## src/rtl/bus_transfer_ctrl.sv

```systemverilog
// Register-transfer sequencer for a shared tri-state bus: drives one-hot Tx/ldx strobes per move.
// Optional one-entry pending request slot when BUS_XFER_QUEUE_EN is defined.
module bus_transfer_ctrl #(
  parameter int unsigned NREG = 4,
  parameter int unsigned IDXW = 2
) (
  input  logic            clk,
  input  logic            rst_n,
  input  logic            req_valid,
  output logic            req_ready,
  input  logic [IDXW-1:0] req_src,
  input  logic [IDXW-1:0] req_dst,
  input  logic            req_ext,
  output logic [NREG-1:0] tx_en,
  output logic            ext_tx,
  output logic [NREG-1:0] ld_en,
  output logic            busy,
  output logic            done,
  output logic            err
);

  typedef enum logic [1:0] {StIdle, StDrive, StLoad, StDone} state_e;

  localparam logic [NREG-1:0] OneHot = {{(NREG-1){1'b0}}, 1'b1};

  state_e          state_q, state_d;
  logic [IDXW-1:0] src_q, src_d, dst_q, dst_d;
  logic            ext_q, ext_d;

  logic            start;
  logic [IDXW-1:0] cand_src, cand_dst;
  logic            cand_ext;
  logic            bad, noop;

  logic [NREG-1:0] tx_en_d, ld_en_d;
  logic            ext_tx_d, busy_d, done_d, err_d, drive_d;

  function automatic logic idx_bad(logic [IDXW-1:0] idx);
    return {1'b0, idx} >= (IDXW+1)'(NREG);
  endfunction

`ifdef BUS_XFER_QUEUE_EN
  logic            accept, can_start;
  logic            slot_vld_q, slot_vld_d;
  logic [IDXW-1:0] slot_src_q, slot_dst_q;
  logic            slot_ext_q;

  assign req_ready = rst_n & ~slot_vld_q;

  // A pending slot entry always wins over a fresh request; ready is low then anyway.
  always_comb begin
    accept     = req_valid & req_ready;
    can_start  = (state_q == StIdle) | (state_q == StDone);
    start      = can_start & (slot_vld_q | accept);
    cand_src   = slot_vld_q ? slot_src_q : req_src;
    cand_dst   = slot_vld_q ? slot_dst_q : req_dst;
    cand_ext   = slot_vld_q ? slot_ext_q : req_ext;
    slot_vld_d = slot_vld_q;
    if (can_start & slot_vld_q) begin
      slot_vld_d = 1'b0;
    end else if (~can_start & accept) begin
      slot_vld_d = 1'b1;
    end
  end

  always_ff @(posedge clk or negedge rst_n) begin
    if (!rst_n) begin
      slot_vld_q <= 1'b0;
      slot_src_q <= '0;
      slot_dst_q <= '0;
      slot_ext_q <= 1'b0;
    end else begin
      slot_vld_q <= slot_vld_d;
      if (~can_start & accept) begin
        slot_src_q <= req_src;
        slot_dst_q <= req_dst;
        slot_ext_q <= req_ext;
      end
    end
  end
`else
  assign req_ready = rst_n & ((state_q == StIdle) | (state_q == StDone));

  always_comb begin
    start    = req_valid & req_ready;
    cand_src = req_src;
    cand_dst = req_dst;
    cand_ext = req_ext;
  end
`endif

  always_comb begin
    state_d = state_q;
    src_d   = src_q;
    dst_d   = dst_q;
    ext_d   = ext_q;
    err_d   = 1'b0;
    bad     = idx_bad(cand_dst) | (~cand_ext & idx_bad(cand_src));
    noop    = ~cand_ext & (cand_src == cand_dst);
    unique case (state_q)
      StIdle, StDone: begin
        if (start) begin
          if (bad | noop) begin
            // Consumed without touching the bus.
            state_d = StDone;
            err_d   = bad;
          end else begin
            state_d = StDrive;
            src_d   = cand_src;
            dst_d   = cand_dst;
            ext_d   = cand_ext;
          end
        end else begin
          state_d = StIdle;
        end
      end
      StDrive: state_d = StLoad;
      StLoad:  state_d = StDone;
      default: state_d = StIdle;
    endcase
  end

  // Outputs are decoded from next state so they come straight out of flops.
  always_comb begin
    drive_d  = (state_d == StDrive) | (state_d == StLoad);
    tx_en_d  = (drive_d & ~ext_d) ? (OneHot << src_d) : '0;
    ext_tx_d = drive_d & ext_d;
    ld_en_d  = (state_d == StLoad) ? (OneHot << dst_d) : '0;
    done_d   = state_d == StDone;
    busy_d   = state_d != StIdle;
  end

  always_ff @(posedge clk or negedge rst_n) begin
    if (!rst_n) begin
      state_q <= StIdle;
      src_q   <= '0;
      dst_q   <= '0;
      ext_q   <= 1'b0;
      tx_en   <= '0;
      ext_tx  <= 1'b0;
      ld_en   <= '0;
      busy    <= 1'b0;
      done    <= 1'b0;
      err     <= 1'b0;
    end else begin
      state_q <= state_d;
      src_q   <= src_d;
      dst_q   <= dst_d;
      ext_q   <= ext_d;
      tx_en   <= tx_en_d;
      ext_tx  <= ext_tx_d;
      ld_en   <= ld_en_d;
      busy    <= busy_d;
      done    <= done_d;
      err     <= err_d;
    end
  end

endmodule

```

## config.mk

```make
export PLATFORM = sky130hd
export DESIGN_NAME = bus_transfer_ctrl
export DESIGN_NICKNAME = d
export VERILOG_FILES = /design/src/rtl/bus_transfer_ctrl.sv
export SDC_FILE = /design/constraint.sdc
export NUM_CORES = 1
export LEC_CHECK = 0
export BUFFER_PORTS_ARGS = -buffer_cell sky130_fd_sc_hd__buf_2
export CAP_MARGIN = 0
export CORE_MARGIN = 2
export CORE_UTILIZATION = 40
export CTS_CLUSTER_DIAMETER = 200
export DETAILED_ROUTE_END_ITERATION = 16
export GPL_ROUTABILITY_DRIVEN = 1
export HOLD_SLACK_MARGIN = 0.12
export PLACE_DENSITY_LB_ADDON = 0.25
export SYNTH_ARGS = -nofsm -noshare
export SYNTH_HDL_FRONTEND = slang
export SYNTH_SLANG_ARGS = --single-unit
```

## constraint.sdc

```tcl
create_clock -name clk -period 3.9 [get_ports clk]
set_input_delay 0.585 -clock clk [delete_from_list [all_inputs] [get_ports clk]]
set_output_delay 0.585 -clock clk [all_outputs]
set_load 0.02 [all_outputs]
```

---- Yosys cells after proc, flatten, opt, wreduce, memory -nomap -nowiden ----
Index checks and enable logic that the tools add are counted.
cells by class
  equal/unequal tests ..................... 7
  shifts and indexed selects .............. 2
  multiplexer cells ....................... 14
  bitwise logic cells ..................... 9
  reductions and logical operators ........ 3
operator list
  operator                                                           count
  2-bit two-way mux                                                  8
  2-bit == test, second input constant                               4
  4-bit two-way mux                                                  2
  1-bit by 2-bit << shifter with 4-bit output, first input constant  2
  2-bit one-hot mux with 3 select lines                              1
  1-bit bitwise AND                                                  5
  2-bit by 1-bit == test with 1-bit output, second input constant    2
  1-bit two-way mux                                                  3
  2-bit == test                                                      1
  2-bit logical NOT                                                  1
  1-bit NOT                                                          2
  1-bit bitwise OR                                                   2
  2-bit nonzero test                                                 1
  2-bit OR reduction                                                 1
word-level totals
  bits in registers ....................... 18
  output and inout port bits .............. 13
  word-level logic and storage cells ...... 44

---- Logic depth before layout (Yosys ltp) ----
Gate-level depths: netlist (run 1).
  depth in word-level cells ............... 10
  gate-level depth with buffers ........... 10
  mapped depth without buffers ............ 9

---- Least setup slack after synthesis (run 1) ----
No wires, ideal clock.
  kind .................................... register to register
  start point ............................. register state_q[1]
  end point ............................... register tx_en[3]
  setup time .............................. 0.080 ns
  arrival time ............................ 1.883 ns
  setup slack ............................. 1.937 ns
  stages on the path, launching flop included .. 10
  period minus slack after synthesis ...... 1.963 ns
  path through ............................ dfrtp_1 -> ha_1 -> and3_1 -> buf_2 -> a21o_1 -> inv_1 -> ha_1 -> inv_1 -> a221o_1 -> nor3b_2
on the way
  cells in the longest elaborated chain, start to end .. 10
  elaborated cells between the ends (all ways) .. 21
RTL lines
  what                                                                              line     text
  start: declaration                                                                26       state_e state_q, state_d;
  start signal: assignment                                                          135      state_q <= StIdle;
  start signal: assignment                                                          146      state_q <= state_d;
  2-bit == test / 2-bit logical NOT (equally long branches)                         82, 100
  1-bit bitwise OR                                                                  82       assign req_ready = rst_n & ((state_q == StIdle) | (state_q == StDone));
  1-bit bitwise AND                                                                 82
  1-bit bitwise AND                                                                 85       start = req_valid & req_ready;
  2-bit two-way mux                                                                 102      if (start) begin
  2-bit one-hot mux with 3 select lines (*)                                         100      unique case (state_q)
  named net state_d[0]                                                              26
  2-bit by 1-bit == test with 1-bit output / 2-bit == test (equally long branches)  125      drive_d = (state_d == StDrive) | (state_d == StLoad);
  1-bit bitwise OR (*)                                                              125
  1-bit bitwise AND (*)                                                             126      tx_en_d = (drive_d & ~ext_d) ? (OneHot << src_d) : '0;
  4-bit two-way mux (*)                                                             126
  named net tx_en_d[3]                                                              35       logic [NREG-1:0] tx_en_d, ld_en_d;
  end signal: assignment                                                            150      tx_en <= tx_en_d;
  end: declaration                                                                  14       output logic [NREG-1:0] tx_en,
The timed path passes the listed nets; every way through them passes the cells marked *.

---- Worst setup path after layout (run 1) ----
  start point ............................. input rst_n
  end point ............................... register tx_en[3]
on the way
  cells in the longest elaborated chain, start to end .. 8
  elaborated cells between the ends (all ways) .. 15
RTL lines
  what                                                                              line  text
  start: declaration                                                                8     input logic rst_n,
  1-bit bitwise AND (*)                                                             82
  1-bit bitwise AND (*)                                                             85
  2-bit two-way mux (*)                                                             102
  2-bit one-hot mux with 3 select lines (*)                                         100
  named net state_d[0]                                                              26
  2-bit by 1-bit == test with 1-bit output / 2-bit == test (equally long branches)  125
  1-bit bitwise OR (*)                                                              125
  1-bit bitwise AND (*)                                                             126
  4-bit two-way mux (*)                                                             126
  named net tx_en_d[3]                                                              35
Marked as above.

==> metrics.yaml, run 1 <==
ir_drop_mv: 0.410
timing.critical_path.max_delay_family: "simple AND/OR/NAND/NOR gates"
yosys_warnings: 0
grtUsageTotal: 0.123
dp.cells: 115
maximum_number_of_pins_on_one_net_before_global_route_repair: 22
crit_buf_inv: 3
grt_overflow_total: 0
worst_ep_required_time_ns: 4.10
synth.avg_cell_area_um2: 11.9
number_of_global_route_vias_before_repair: 531
clk_root_buffer_cell: "sky130_fd_sc_hd__clkbuf_4"
mappedNetlistNets: 85
clkTransAtPathRegs_ns: 0.09
startpoint: "rst_n"
clockPowerShare: 0.112
synth_simple_gate_area_share: 0.147
cellInternalPower_w: 0.000456
crit_path_cell_trace: "buf_2, and3_1, a21o_1, inv_1, ha_1, inv_1, a221o_1, nor3b_2"
critical_path.startpoint_type: "input port"
synth_largest_area_cell: "sky130_fd_sc_hd__dfrtp_1"
power_density_mw_per_mm2: 776
vias: 559
cpPeakStageDelay_ns: 0.41
crit_end: "tx_en[3]"
cell_area_after_synthesis_um2: 867
minimum_clock_period_ns: 2.19
critPathSlowestCell: "sky130_fd_sc_hd__and3_1"
cts.hold.buffers_added: 0
fin_setup_tns_ns: 0
grt_first_pass_wirelength_um: 2330
path_max_fanout: 21
worstSetupPathDepth: 8
sw_frac_of_total: 0.409
fmaxAchievable_ghz: 0.458
synth_ff_type: "sky130_fd_sc_hd__dfrtp_1"
num-nets-final: 105
grtUsageMet1: 0.168
tritoncts: "yes"
global_route.peak_usage_layer: "met2"
ioPinCount: 21
regToRegStartpoint: "state_q[1]"
worst_slew_margin_rel: 0.618
power.net_switching_w: 0.000316
clock_sinks: 18
ctsResizeCount: 0
drt-initial-drc-count: 2
xor_and_xnor_fraction_of_the_mapped_netlist_area: 0.0390
initial_cell_density_of_the_core: 0.433
worstSkewPairLatency_ns: 0.28
synth_seq_area_share: 0.519
cts.repair_timing.setup_buffer_count: 0
yosys-top-cells-area: "sky130_fd_sc_hd__dfrtp_1 52%, sky130_fd_sc_hd__ha_1 5.8%, sky130_fd_sc_hd__inv_1 3.0%"
use_met2: 0.178
insertedDiodeCount: 0
final_cell_area_um2: 993
core_mm2: 0.00200
detail_route.wirelength_um: 1380
hold_path.class: "input port to async pin"
critical_setup_path_kind: "input port to flip-flop"
ff2ff_path_depth: 8
global_route_met3_utilization: 0.0298
maxcap_viol_count: 0
synth_to_final_area_change_pct: 14.6
crit-reg2reg-capture: "tx_en[3]"
die_area_mm2: 0.00256
combPwrFrac: 0.514
chipHeight_um: 50.6
synthAdderAreaFrac: 0.0577
timing.critical_path.mode_cell: "sky130_fd_sc_hd__inv_1"
ys_seq_elements: 18
leakage_nw: 0.515
wire_per_inst_um: 11.7
timing_worst_slew_pin_value_ns: 0.573
dpl-instance-area_um2: 971
final-setup-viol-count: 0
std_cell_rows: 16
hold_violations: 0
critPathArrivalTime_ns: 2.39
drt_pass1_iterations: 2
route.antenna.remaining_nets: 0
run_status: "completed"
cts_inserted_buffers: 3
ff2ff_setup_slack_ns: 1.75
synth_async_sr_flop_share: 1.00
final_layout_size_suffix_gt1_frac: 0.352
period_share: 0.560
placed_wire_length_estimate_um: 1040
finalWeightedCongestion: 0.793
finalNonFillerCells: 118
antenna_violations_before_repair: 0
finClkSkew_ns: 0.00342
htree_depth: 1
placement.io_buffers: 19
final-max-slew-violation-count: 0
clk_path_buf_depth: 2
rsz_0062_raised_after_global_routing: "no"
vias_per_cell: 4.74
drc_errors: 0
netlist-cell-type-count: 34
synthDominantCellAreaShare: 0.519
endpoint_kind: "flip-flop"
synth_compound_gate_area_share: 0.127
dominant_combinational_cell_family_by_area_after_synthesis: "simple AND/OR/NAND/NOR gates"
synthCells: 73
synth.mux.area_fraction: 0.0418
number_of_flops_mapped_to_enable_cells_by_yosys: 0
seq_power_share: 0.374
num-fill-cells: 193
die_width_um: 50.6
power groups by stage:
| stage | combinational, W | sequential [W] | clock, W |
|---|---|---|---|
| floorplan | 0.000258 | 0.000336 | 0 |
| global placement | 0.000389 | 0.000292 | 0 |
| detailed placement | 0.000401 | 0.000294 | 0 |
| CTS | 0.000402 | 0.000290 | 0.0000901 |
| global route | 0.000441 | 0.000297 | 0.0000969 |
| finish | 0.000396 | 0.000289 | 0.0000863 |
state kept, by name (all words and copies together) (netlist names):
name	count
ext_tx	1
ld_en	4
done	1
tx_en	4
src_q	2
dst_q	2
busy	1
state_q	2
ext_q	1
routing by layer:
metal / vias to the layer above / wire [um]
li1: 285 / -
met1: 258 / 654
met2: 14 / 628
met3: 2 / 83
met4: 0 / 15
met5: - / 0
cells by family (layout without fill, tap and decap cells):
family	Yosys count	in the layout
and+or+nand+nor	20	20
DFF	18	18
AOI/OAI and AO/OA	12	12
buffers and inverters	12	30
adders and majority gates	4	4
xor gates and xnor gates	3	3
muxes	3	3
other	1	1
cell usage after synthesis (2+ instances only):
master	count
sky130_fd_sc_hd__nor2_1	4
sky130_fd_sc_hd__inv_1	7
sky130_fd_sc_hd__dfrtp_1	18
sky130_fd_sc_hd__nand2_1	2
sky130_fd_sc_hd__buf_2	2
sky130_fd_sc_hd__or3_1	2
sky130_fd_sc_hd__and3_1	2
sky130_fd_sc_hd__ha_1	4
sky130_fd_sc_hd__nor3b_1	2
sky130_fd_sc_hd__o21a_1	3
sky130_fd_sc_hd__buf_4	2
sky130_fd_sc_hd__and3b_1	2
sky130_fd_sc_hd__mux2_2	2
placed cells by master (no fill, tap or decap), types with 2 or more instances in the layout:
cell,Yosys,final
sky130_fd_sc_hd__dfrtp_1,18,18
sky130_fd_sc_hd__nor3b_1,2,2
sky130_fd_sc_hd__buf_2,2,19
sky130_fd_sc_hd__nand2_1,2,2
sky130_fd_sc_hd__inv_1,7,7
sky130_fd_sc_hd__and3b_1,2,2
sky130_fd_sc_hd__o21a_1,3,3
sky130_fd_sc_hd__and3_1,2,2
sky130_fd_sc_hd__or3_1,2,2
sky130_fd_sc_hd__nor2_1,4,4
sky130_fd_sc_hd__clkbuf_4,0,3
sky130_fd_sc_hd__ha_1,4,4
sky130_fd_sc_hd__mux2_2,2,2
metrics by stage:
stage / hold slack [ns] / power [W] / util / setup WS, ns
2_1_floorplan: 0.289 / 0.000594 / - / 1.94
3_3_place_gp: 0.497 / 0.000682 / 0.485 / 1.44
3_5_place_dp: 0.522 / 0.000695 / 0.485 / 1.38
4_1_cts: 0.231 / 0.000782 / 0.496 / 1.68
5_1_grt: 0.255 / 0.000835 / 0.496 / 1.53
6_report: 0.229 / 0.000771 / 0.496 / 1.71
worst register-to-register path, stage by stage, from the launching register on:
cell	delay [ns]
sky130_fd_sc_hd__dfrtp_1	0.37
sky130_fd_sc_hd__ha_1	0.32
sky130_fd_sc_hd__and3_1	0.34
sky130_fd_sc_hd__a21o_1	0.16
sky130_fd_sc_hd__inv_1	0.06
sky130_fd_sc_hd__ha_1	0.29
sky130_fd_sc_hd__inv_1	0.05
sky130_fd_sc_hd__a221o_1	0.31
sky130_fd_sc_hd__nor3b_2	0.17
layout make-up:
cell class                      instances  area [um2]  area share
Inverter                                8        30.0      0.0302
Sequential cell                        18         450       0.453
Clock buffer                            3        22.5      0.0227
Tap cell                               27        33.8      0.0340
Timing Repair Buffer                   19        95.1      0.0957
Multi-Input combinational cell         43         362       0.364
worst min-delay path by stage:
stage / endpoint / slack (ns) / depth (start not counted) / start
2_1_floorplan: busy / 0.29 / 0 / rst_n
3_3_place_gp: ext_q / 0.50 / 2 / ext_q
3_5_place_dp: ext_q / 0.52 / 2 / ext_q
4_1_cts: src_q[1] / 0.23 / 1 / rst_n
5_1_grt: dst_q[0] / 0.26 / 1 / rst_n
6_report: state_q[1] / 0.23 / 1 / rst_n
(Power assumes the default switching activity.)
==> inputs of run 2 (changes only) <==
--- a/config.mk
+++ b/config.mk
@@ -5,6 +5,7 @@
 export SDC_FILE = /design/constraint.sdc
 export NUM_CORES = 1
 export LEC_CHECK = 0
+export ABC_AREA = 1
 export BUFFER_PORTS_ARGS = -buffer_cell sky130_fd_sc_hd__buf_2
 export CAP_MARGIN = 0
 export CORE_MARGIN = 2
==> constraint.sdc (replaced) <==
create_clock -name clk -period 2 [get_ports clk]
set_input_delay 0.3 -clock clk [delete_from_list [all_inputs] [get_ports clk]]
set_output_delay 0.3 -clock clk [all_outputs]
set_load 0.02 [all_outputs]
==> metrics.yaml, run 2 <==
clk_path_buf_depth: 2  # unchanged
yosys-top-cells-area: "sky130_fd_sc_hd__dfrtp_1 52%, sky130_fd_sc_hd__nand2_1 7.4%, sky130_fd_sc_hd__ha_1 5.8%"  # was sky130_fd_sc_hd__dfrtp_1 52%, sky130_fd_sc_hd__ha_1 5.8%, sky130_fd_sc_hd__inv_1 3.0%
period_share: 0.918
fin_setup_tns_ns: 0  # unchanged
cpPeakStageDelay_ns: 0.38  # was 0.41 ns
critPathArrivalTime_ns: 2.05  # was 2.39 ns
cts.repair_timing.setup_buffer_count: 0  # unchanged
netlist-cell-type-count: 19  # was 34
std_cell_rows: 16  # unchanged
cell_area_after_synthesis_um2: 858  # was 867 um2
number_of_flops_mapped_to_enable_cells_by_yosys: 0  # unchanged
synth_ff_type: "sky130_fd_sc_hd__dfrtp_1"  # unchanged
layout.cells.most_common_list: "19 x sky130_fd_sc_hd__buf_2, 18 x sky130_fd_sc_hd__dfrtp_1, 17 x sky130_fd_sc_hd__nand2_1"  # was 19 x sky130_fd_sc_hd__buf_2, 18 x sky130_fd_sc_hd__dfrtp_1, 7 x sky130_fd_sc_hd__inv_1
ir_drop_mv: 0.882  # was 0.410 mV
crit_path_cell_trace: "ha_1, nand2_1, nor2_4, inv_1, o21ai_1, inv_1, ha_1, nand3_2, nor2_1"  # was buf_2, and3_1, a21o_1, inv_1, ha_1, inv_1, a221o_1, nor3b_2
placed_wire_length_estimate_um: 1110  # was 1040 um
hold_path_depth: 3
fmaxAchievable_ghz: 0.545
die_width_um: 50.3  # was 50.6 um
minimum_clock_period_ns: 1.84
hold_violations: 0  # unchanged
ioPinCount: 21  # unchanged
drt_pass1_iterations: 3  # was 2
num-nets-final: 127  # was 105
synth_largest_area_cell: "sky130_fd_sc_hd__dfrtp_1"  # unchanged
placement.io_buffers: 19  # unchanged
final-setup-viol-count: 0  # unchanged
worstHoldEndpoint: "dst_q[1]"
synth_simple_gate_area_share: 0.283  # was 0.147
wire_per_inst_um: 9.71  # was 11.7 um
synth.avg_cell_area_um2: 9.75  # was 11.9 um2
synth.mux.area_fraction: 0  # was 0.0418
run_status: "completed"  # unchanged
ff2ff_path_depth: 9  # was 8
report.power.total_w: 0.00157  # was 0.000771 W
vias: 584  # was 559
drc_errors: 0  # unchanged
rsz_0062_raised_after_global_routing: "no"  # unchanged
die_area_mm2: 0.00253  # was 0.00256 mm2
grt_first_pass_wirelength_um: 2400  # was 2330 um
worst_hold_startpoint: "req_dst[1]"
drt-initial-drc-count: 4  # was 2
number_of_global_route_vias_before_repair: 565  # was 531
critical_setup_path_kind: "flip-flop to flip-flop"  # was input port to flip-flop
final-max-slew-violation-count: 0  # unchanged
core_mm2: 0.00200  # unchanged
clkTransAtPathRegs_ns: 0.10  # was 0.09 ns
synth_seq_area_share: 0.525  # was 0.519
cts_inserted_buffers: 3  # unchanged
power_density_mw_per_mm2: 1520  # was 776 mW/mm2
route.antenna.remaining_nets: 0  # unchanged
largest_registers: "ld_en x4, tx_en x4"  # unchanged
hold_path.class: "input port to flip-flop"  # was input port to async pin
mappedNetlistNets: 100  # was 85
synth_async_sr_flop_share: 1.00  # unchanged
insertedDiodeCount: 0  # unchanged
critical_path.startpoint_type: "flip-flop"  # was input port
crit-reg2reg-capture: "tx_en[2]"  # was tx_en[3]
finClkSkew_ns: 0.00428  # was 0.00342 ns
htree_depth: 1  # unchanged
finalWeightedCongestion: 0.758  # was 0.793
final_layout_size_suffix_gt1_frac: 0.363  # was 0.352
mostFrequentLayoutCell: "sky130_fd_sc_hd__buf_2"  # unchanged
synthDominantCellAreaShare: 0.525  # was 0.519
global_route.peak_usage_layer: "met2"  # unchanged
maxcap_viol_count: 0  # unchanged
worstSkewPairLatency_ns: 0.28  # about the same
endpoint_kind: "flip-flop"  # unchanged
antenna_violations_before_repair: 0  # unchanged
clk_root_buffer_cell: "sky130_fd_sc_hd__clkbuf_4"  # unchanged
synth_to_final_area_change_pct: 20.6  # was 14.6%
path_max_fanout: 4  # was 21
grt_overflow_total: 0  # unchanged
yosys_warnings: 0  # unchanged
synthAdderAreaFrac: 0.0583  # was 0.0577
ff2ff_setup_slack_ns: 0.16  # was 1.75 ns
maximum_number_of_pins_on_one_net_before_global_route_repair: 19  # was 22
worst_ep_required_time_ns: 2.21  # was 4.10 ns
initial_cell_density_of_the_core: 0.429  # was 0.433
synth_compound_gate_area_share: 0.0554  # was 0.127
grtUsageTotal: 0.125  # was 0.123
regToRegStartpoint: "state_q[1]"  # unchanged
vias_per_cell: 4.17  # was 4.74
leakage_nw: 0.581  # was 0.515 nW
synth_common_cells: "18 x sky130_fd_sc_hd__dfrtp_1, 17 x sky130_fd_sc_hd__nand2_1, 13 x sky130_fd_sc_hd__inv_1, 8 x sky130_fd_sc_hd__nor2_1"  # was 18 x sky130_fd_sc_hd__dfrtp_1, 7 x sky130_fd_sc_hd__inv_1, 4 x sky130_fd_sc_hd__ha_1, 4 x sky130_fd_sc_hd__nor2_1, 3 x sky130_fd_sc_hd__o21a_1
critPathSlowestCell: "sky130_fd_sc_hd__dfrtp_1"  # was sky130_fd_sc_hd__and3_1
clock_sinks: 18  # unchanged
chipHeight_um: 50.3  # was 50.6 um
detail_route.wirelength_um: 1360  # was 1380 um
grtUsageMet1: 0.163  # was 0.168
xor_and_xnor_fraction_of_the_mapped_netlist_area: 0  # was 0.0390
dominant_combinational_cell_family_by_area_after_synthesis: "simple AND/OR/NAND/NOR gates"  # unchanged
global_route_met3_utilization: 0.0327  # was 0.0298
use_met2: 0.195  # was 0.178
synthCells: 88  # was 73
num-fill-cells: 189  # was 193
hold_slack_ns: 0.292  # was 0.229 ns
tritoncts: "yes"  # unchanged
post-synth-top-count-cell: "sky130_fd_sc_hd__dfrtp_1"  # unchanged
ys_seq_elements: 18  # unchanged
## run 2: changes by cell type after synthesis, sizes merged, moves of 4 or more
cell   delta
nand3     +7
o21ai     +4
nor2      +5
nand2    +24
inv       +7
## run 2: how the worst max path moves through the flow
stage	startpoint	slack, ns	cells past startpoint	to
global route	state_q[1]	0.02	9	tx_en[2]
detailed placement	state_q[1]	0.15	9	tx_en[2]
floorplan	state_q[1]	0.03	9	tx_en[0]
CTS	state_q[1]	0.13	9	tx_en[2]
global placement	state_q[1]	0.20	9	tx_en[2]
finish	state_q[1]	0.16	9	tx_en[2]
## run 2: repair_timing
item | CTS | global route
hold buffers | 1 | 0
hold endpoints to repair | 18 | 0
resized for setup | 0 | 2
setup endpoints to repair | 0 | 4
## run 2: where the power goes
group	total (W)	switching, W	internal (W)	leakage (nW)
sequential	0.000563	0.0000503	0.000513	0.233
clock	0.000171	0.000101	0.0000698	0.0138
combinational	0.000834	0.000521	0.000313	0.334
total	0.00157	0.000673	0.000896	0.581
## run 2: layer usage
metal | share of wire | up-vias
met5 | 0 | -
met3 | 0.054 | 0
met1 | 0.49 | 255
met4 | 0 | 0
li1 | - | 317
met2 | 0.45 | 12
## run 2: area by class of cell
type / instances / area [um2] / share of cell area
clock buffer: 3 / 22.5 / 0.0218
inverter: 15 / 56.3 / 0.0544
multi-input combinational: 54 / 344 / 0.333
sequential: 18 / 450 / 0.435
tap: 27 / 33.8 / 0.0326
timing repair buffer: 23 / 128 / 0.123
## run 2: kinds of logic (layout without fill, tap and decap cells)
kind of cell / count (synthesis) / in the layout
AO/OA/AOI/OAI: 6 / 6
adder cells (fa/ha/maj): 4 / 4
buffers and inverters: 16 / 41
flip-flops: 18 / 18
other: 1 / 1
AND/OR/NAND/NOR: 43 / 43
## run 2: worst max-delay path: cells and delay by family, from the launching register on
kind	cells	cell delay, ns
adders and majority gates	2	0.62
and+or+nand+nor	4	0.46
DFF	1	0.38
buffers and inverters	2	0.15
AOI/OAI and AO/OA	1	0.14
## run 2: per-stage QoR
stage               worst slack, ns   util  area [um2]  cells
floorplan                    0.0256      -         858     88
global placement              0.204  0.501        1000    136
detailed placement            0.154  0.501        1000    136
CTS                           0.126  0.517        1030    140
global route                 0.0182  0.517        1030    140
finish                        0.165  0.517        1030    140
==> inputs of run 3 (changes only) <==
--- a/config.mk
+++ b/config.mk
@@ -18,3 +18,4 @@
 export SYNTH_ARGS = -nofsm -noshare
 export SYNTH_HDL_FRONTEND = slang
 export SYNTH_SLANG_ARGS = --single-unit
+export TNS_END_PERCENT = 100
==> constraint.sdc (replaced) <==
create_clock -name clk -period 1.6 [get_ports clk]
set_input_delay 0.24 -clock clk [delete_from_list [all_inputs] [get_ports clk]]
set_output_delay 0.24 -clock clk [all_outputs]
set_load 0.02 [all_outputs]
==> metrics.yaml, run 3 (synthesis results as in run 2) <==
grtUsageMet1: 0.164  # was 0.163
synth_to_final_area_change_pct: 35.1  # was 20.6%
die_width_um: 50.3  # unchanged
clockPowerShare: 0.113  # was 0.109
chipHeight_um: 50.3  # unchanged
period_share: 1.03  # was 0.918
drc_errors: 0  # unchanged
layout.cells.most_common_list: "18 x sky130_fd_sc_hd__dfrtp_1, 18 x sky130_fd_sc_hd__buf_2, 16 x sky130_fd_sc_hd__nand2_1"  # was 19 x sky130_fd_sc_hd__buf_2, 18 x sky130_fd_sc_hd__dfrtp_1, 17 x sky130_fd_sc_hd__nand2_1
critical_setup_path_kind: "flip-flop to flip-flop"  # unchanged
vias_per_cell: 4.62  # was 4.17
final-setup-viol-count: 6  # was 0
ioPinCount: 21  # unchanged
grtUsageTotal: 0.147  # was 0.125
wire_per_inst_um: 10.7  # was 9.71 um
path_max_fanout: 4  # unchanged
drt-initial-drc-count: 11  # was 4
maxcap_viol_count: 0  # unchanged
final-max-slew-violation-count: 0  # unchanged
ir_drop_mv: 1.17  # was 0.882 mV
clk_root_buffer_cell: "sky130_fd_sc_hd__clkbuf_4"  # unchanged
num-fill-cells: 179  # was 189
final_critical_path_setup_slack_ns: -0.0491  # was 0.165 ns
detail_route.wirelength_um: 1560  # was 1360 um
fmaxAchievable_ghz: 0.606  # was 0.545 GHz
drt_pass1_iterations: 4  # was 3
power.net_switching_w: 0.00104  # was 0.000673 W
cts_inserted_buffers: 3  # unchanged
leakage_nw: 0.619  # was 0.581 nW
rsz_0062_raised_after_global_routing: "yes"  # was no
clk_path_buf_depth: 2  # unchanged
cpPeakStageDelay_ns: 0.41  # was 0.38 ns
clock_sinks: 18  # unchanged
htree_depth: 1  # unchanged
run_status: "finished with violations"  # was completed
violated_checks: "negative setup slack"
grt_first_pass_wirelength_um: 2730  # was 2400 um
worstSkewPairLatency_ns: 0.29  # was 0.28 ns
route.antenna.remaining_nets: 0  # unchanged
sw_frac_of_total: 0.425  # was 0.429
cellInternalPower_w: 0.00141  # was 0.000896 W
final_layout_size_suffix_gt1_frac: 0.504  # was 0.363
placement.io_buffers: 19  # unchanged
worst_ep_required_time_ns: 1.83  # was 2.21 ns
initial_cell_density_of_the_core: 0.429  # unchanged
clkTransAtPathRegs_ns: 0.10  # about the same
use_met2: 0.257  # was 0.195
hold_path.class: "input port to flip-flop"  # unchanged
hold_slack_ns: 0.227  # was 0.292 ns
largest_registers: "ld_en x4, tx_en x4"  # unchanged
std_cell_rows: 16  # unchanged
antenna_violations_before_repair: 0  # unchanged
global_route.peak_usage_layer: "met2"  # unchanged
hold_violations: 0  # unchanged
critPathSlowestCell: "sky130_fd_sc_hd__dfrtp_1"  # unchanged
report.power.total_w: 0.00245  # was 0.00157 W
finalWeightedCongestion: 0.759  # was 0.758
number_of_global_route_vias_before_repair: 650  # was 565
core_mm2: 0.00200  # unchanged
critPathArrivalTime_ns: 1.88  # was 2.05 ns
minimum_clock_period_ns: 1.65  # was 1.84 ns
num-nets-final: 132  # was 127
maximum_number_of_pins_on_one_net_before_global_route_repair: 19  # unchanged
combPwrFrac: 0.597  # was 0.532
seq_power_share: 0.290  # was 0.359
die_area_mm2: 0.00253  # unchanged
placed_wire_length_estimate_um: 1180  # was 1110 um
endpoint_kind: "flip-flop"  # unchanged
crit_path_cell_trace: "ha_4, nand2_4, nor2_4, inv_2, o21ai_2, inv_2, ha_4, nand3_4, nor2_2"  # was ha_1, nand2_1, nor2_4, inv_1, o21ai_1, inv_1, ha_1, nand3_2, nor2_1
insertedDiodeCount: 0  # unchanged
tritoncts: "yes"  # unchanged
finClkSkew_ns: 0.00214  # was 0.00428 ns
vias: 674  # was 584
critical_path.startpoint_type: "flip-flop"  # unchanged
global_route_met3_utilization: 0.0357  # was 0.0327
power_density_mw_per_mm2: 2110  # was 1520 mW/mm2
grt_overflow_total: 0  # unchanged
run 3: power by group through the flow:
stage / Sequential (W) / Clock [W] / Combinational [W]
4_1_cts: 0.000714 / 0.000289 / 0.00143
2_1_floorplan: 0.000854 / 0 / 0.000782
6_report: 0.000711 / 0.000276 / 0.00147
5_1_grt: 0.000729 / 0.000309 / 0.00162
3_5_place_dp: 0.000725 / 0 / 0.00130
3_3_place_gp: 0.000720 / 0 / 0.00127
run 3: what timing repair did:
item                                    in CTS  in global routing
endpoints found under the hold margin       18                  0
gates resized for setup                      8                  4
endpoints found under the setup margin      10                 10
setup buffers                                1                  0
hold buffers                                 1                  0
run 3: area by class of cell:
cell class / instances / area (um2) / area share
Tap cell: 27 / 33.8 / 0.0291
Inverter: 15 / 56.3 / 0.0485
Sequential cell: 18 / 450 / 0.388
Clock buffer: 4 / 36.3 / 0.0313
Timing Repair Buffer: 28 / 171 / 0.148
Multi-Input combinational cell: 54 / 412 / 0.355
run 3: worst paths after layout:
path                            depth (start not counted)         end  startpoint  slack (ns)
worst max-delay path                                    9    tx_en[1]  state_q[1]       -0.05
worst min-delay path                                    3    dst_q[1]  req_dst[1]        0.23
worst max register to register                          9    tx_en[1]  state_q[1]       -0.05
worst min register to register                          2    dst_q[1]    dst_q[1]        0.52
max in group asynchronous                               3    src_q[1]       rst_n        0.92
min in group asynchronous                               3  state_q[0]       rst_n        0.49
run 3: stage by stage:
| step | setup TNS [ns] | setup WS [ns] | cells | cell area (um2) | utilization |
|---|---|---|---|---|---|
| after floorplan | -1.03 | -0.144 | 88 | 902 | - |
| after detailed placement | -0.0718 | -0.0258 | 140 | 1080 | 0.538 |
| final | -0.224 | -0.0491 | 146 | 1160 | 0.579 |
| after global routing | -0.956 | -0.128 | 146 | 1160 | 0.579 |
| after global placement | 0 | 0.0225 | 140 | 1080 | 0.538 |
| after CTS | -0.213 | -0.0416 | 146 | 1150 | 0.575 |
run 3: critical path, delay by kind of cell (launching register included):
kind	cells	cell delay, ns
compound gates	1	0.14
fa+ha+maj	2	0.56
buf+inv	2	0.11
flops	1	0.41
simple gates	4	0.36
run 3: layer usage:
metal  share of wire  wire length, um
met1            0.41              646
met2            0.52              804
met3           0.049               76
met4           0.022               34
met5               0                0
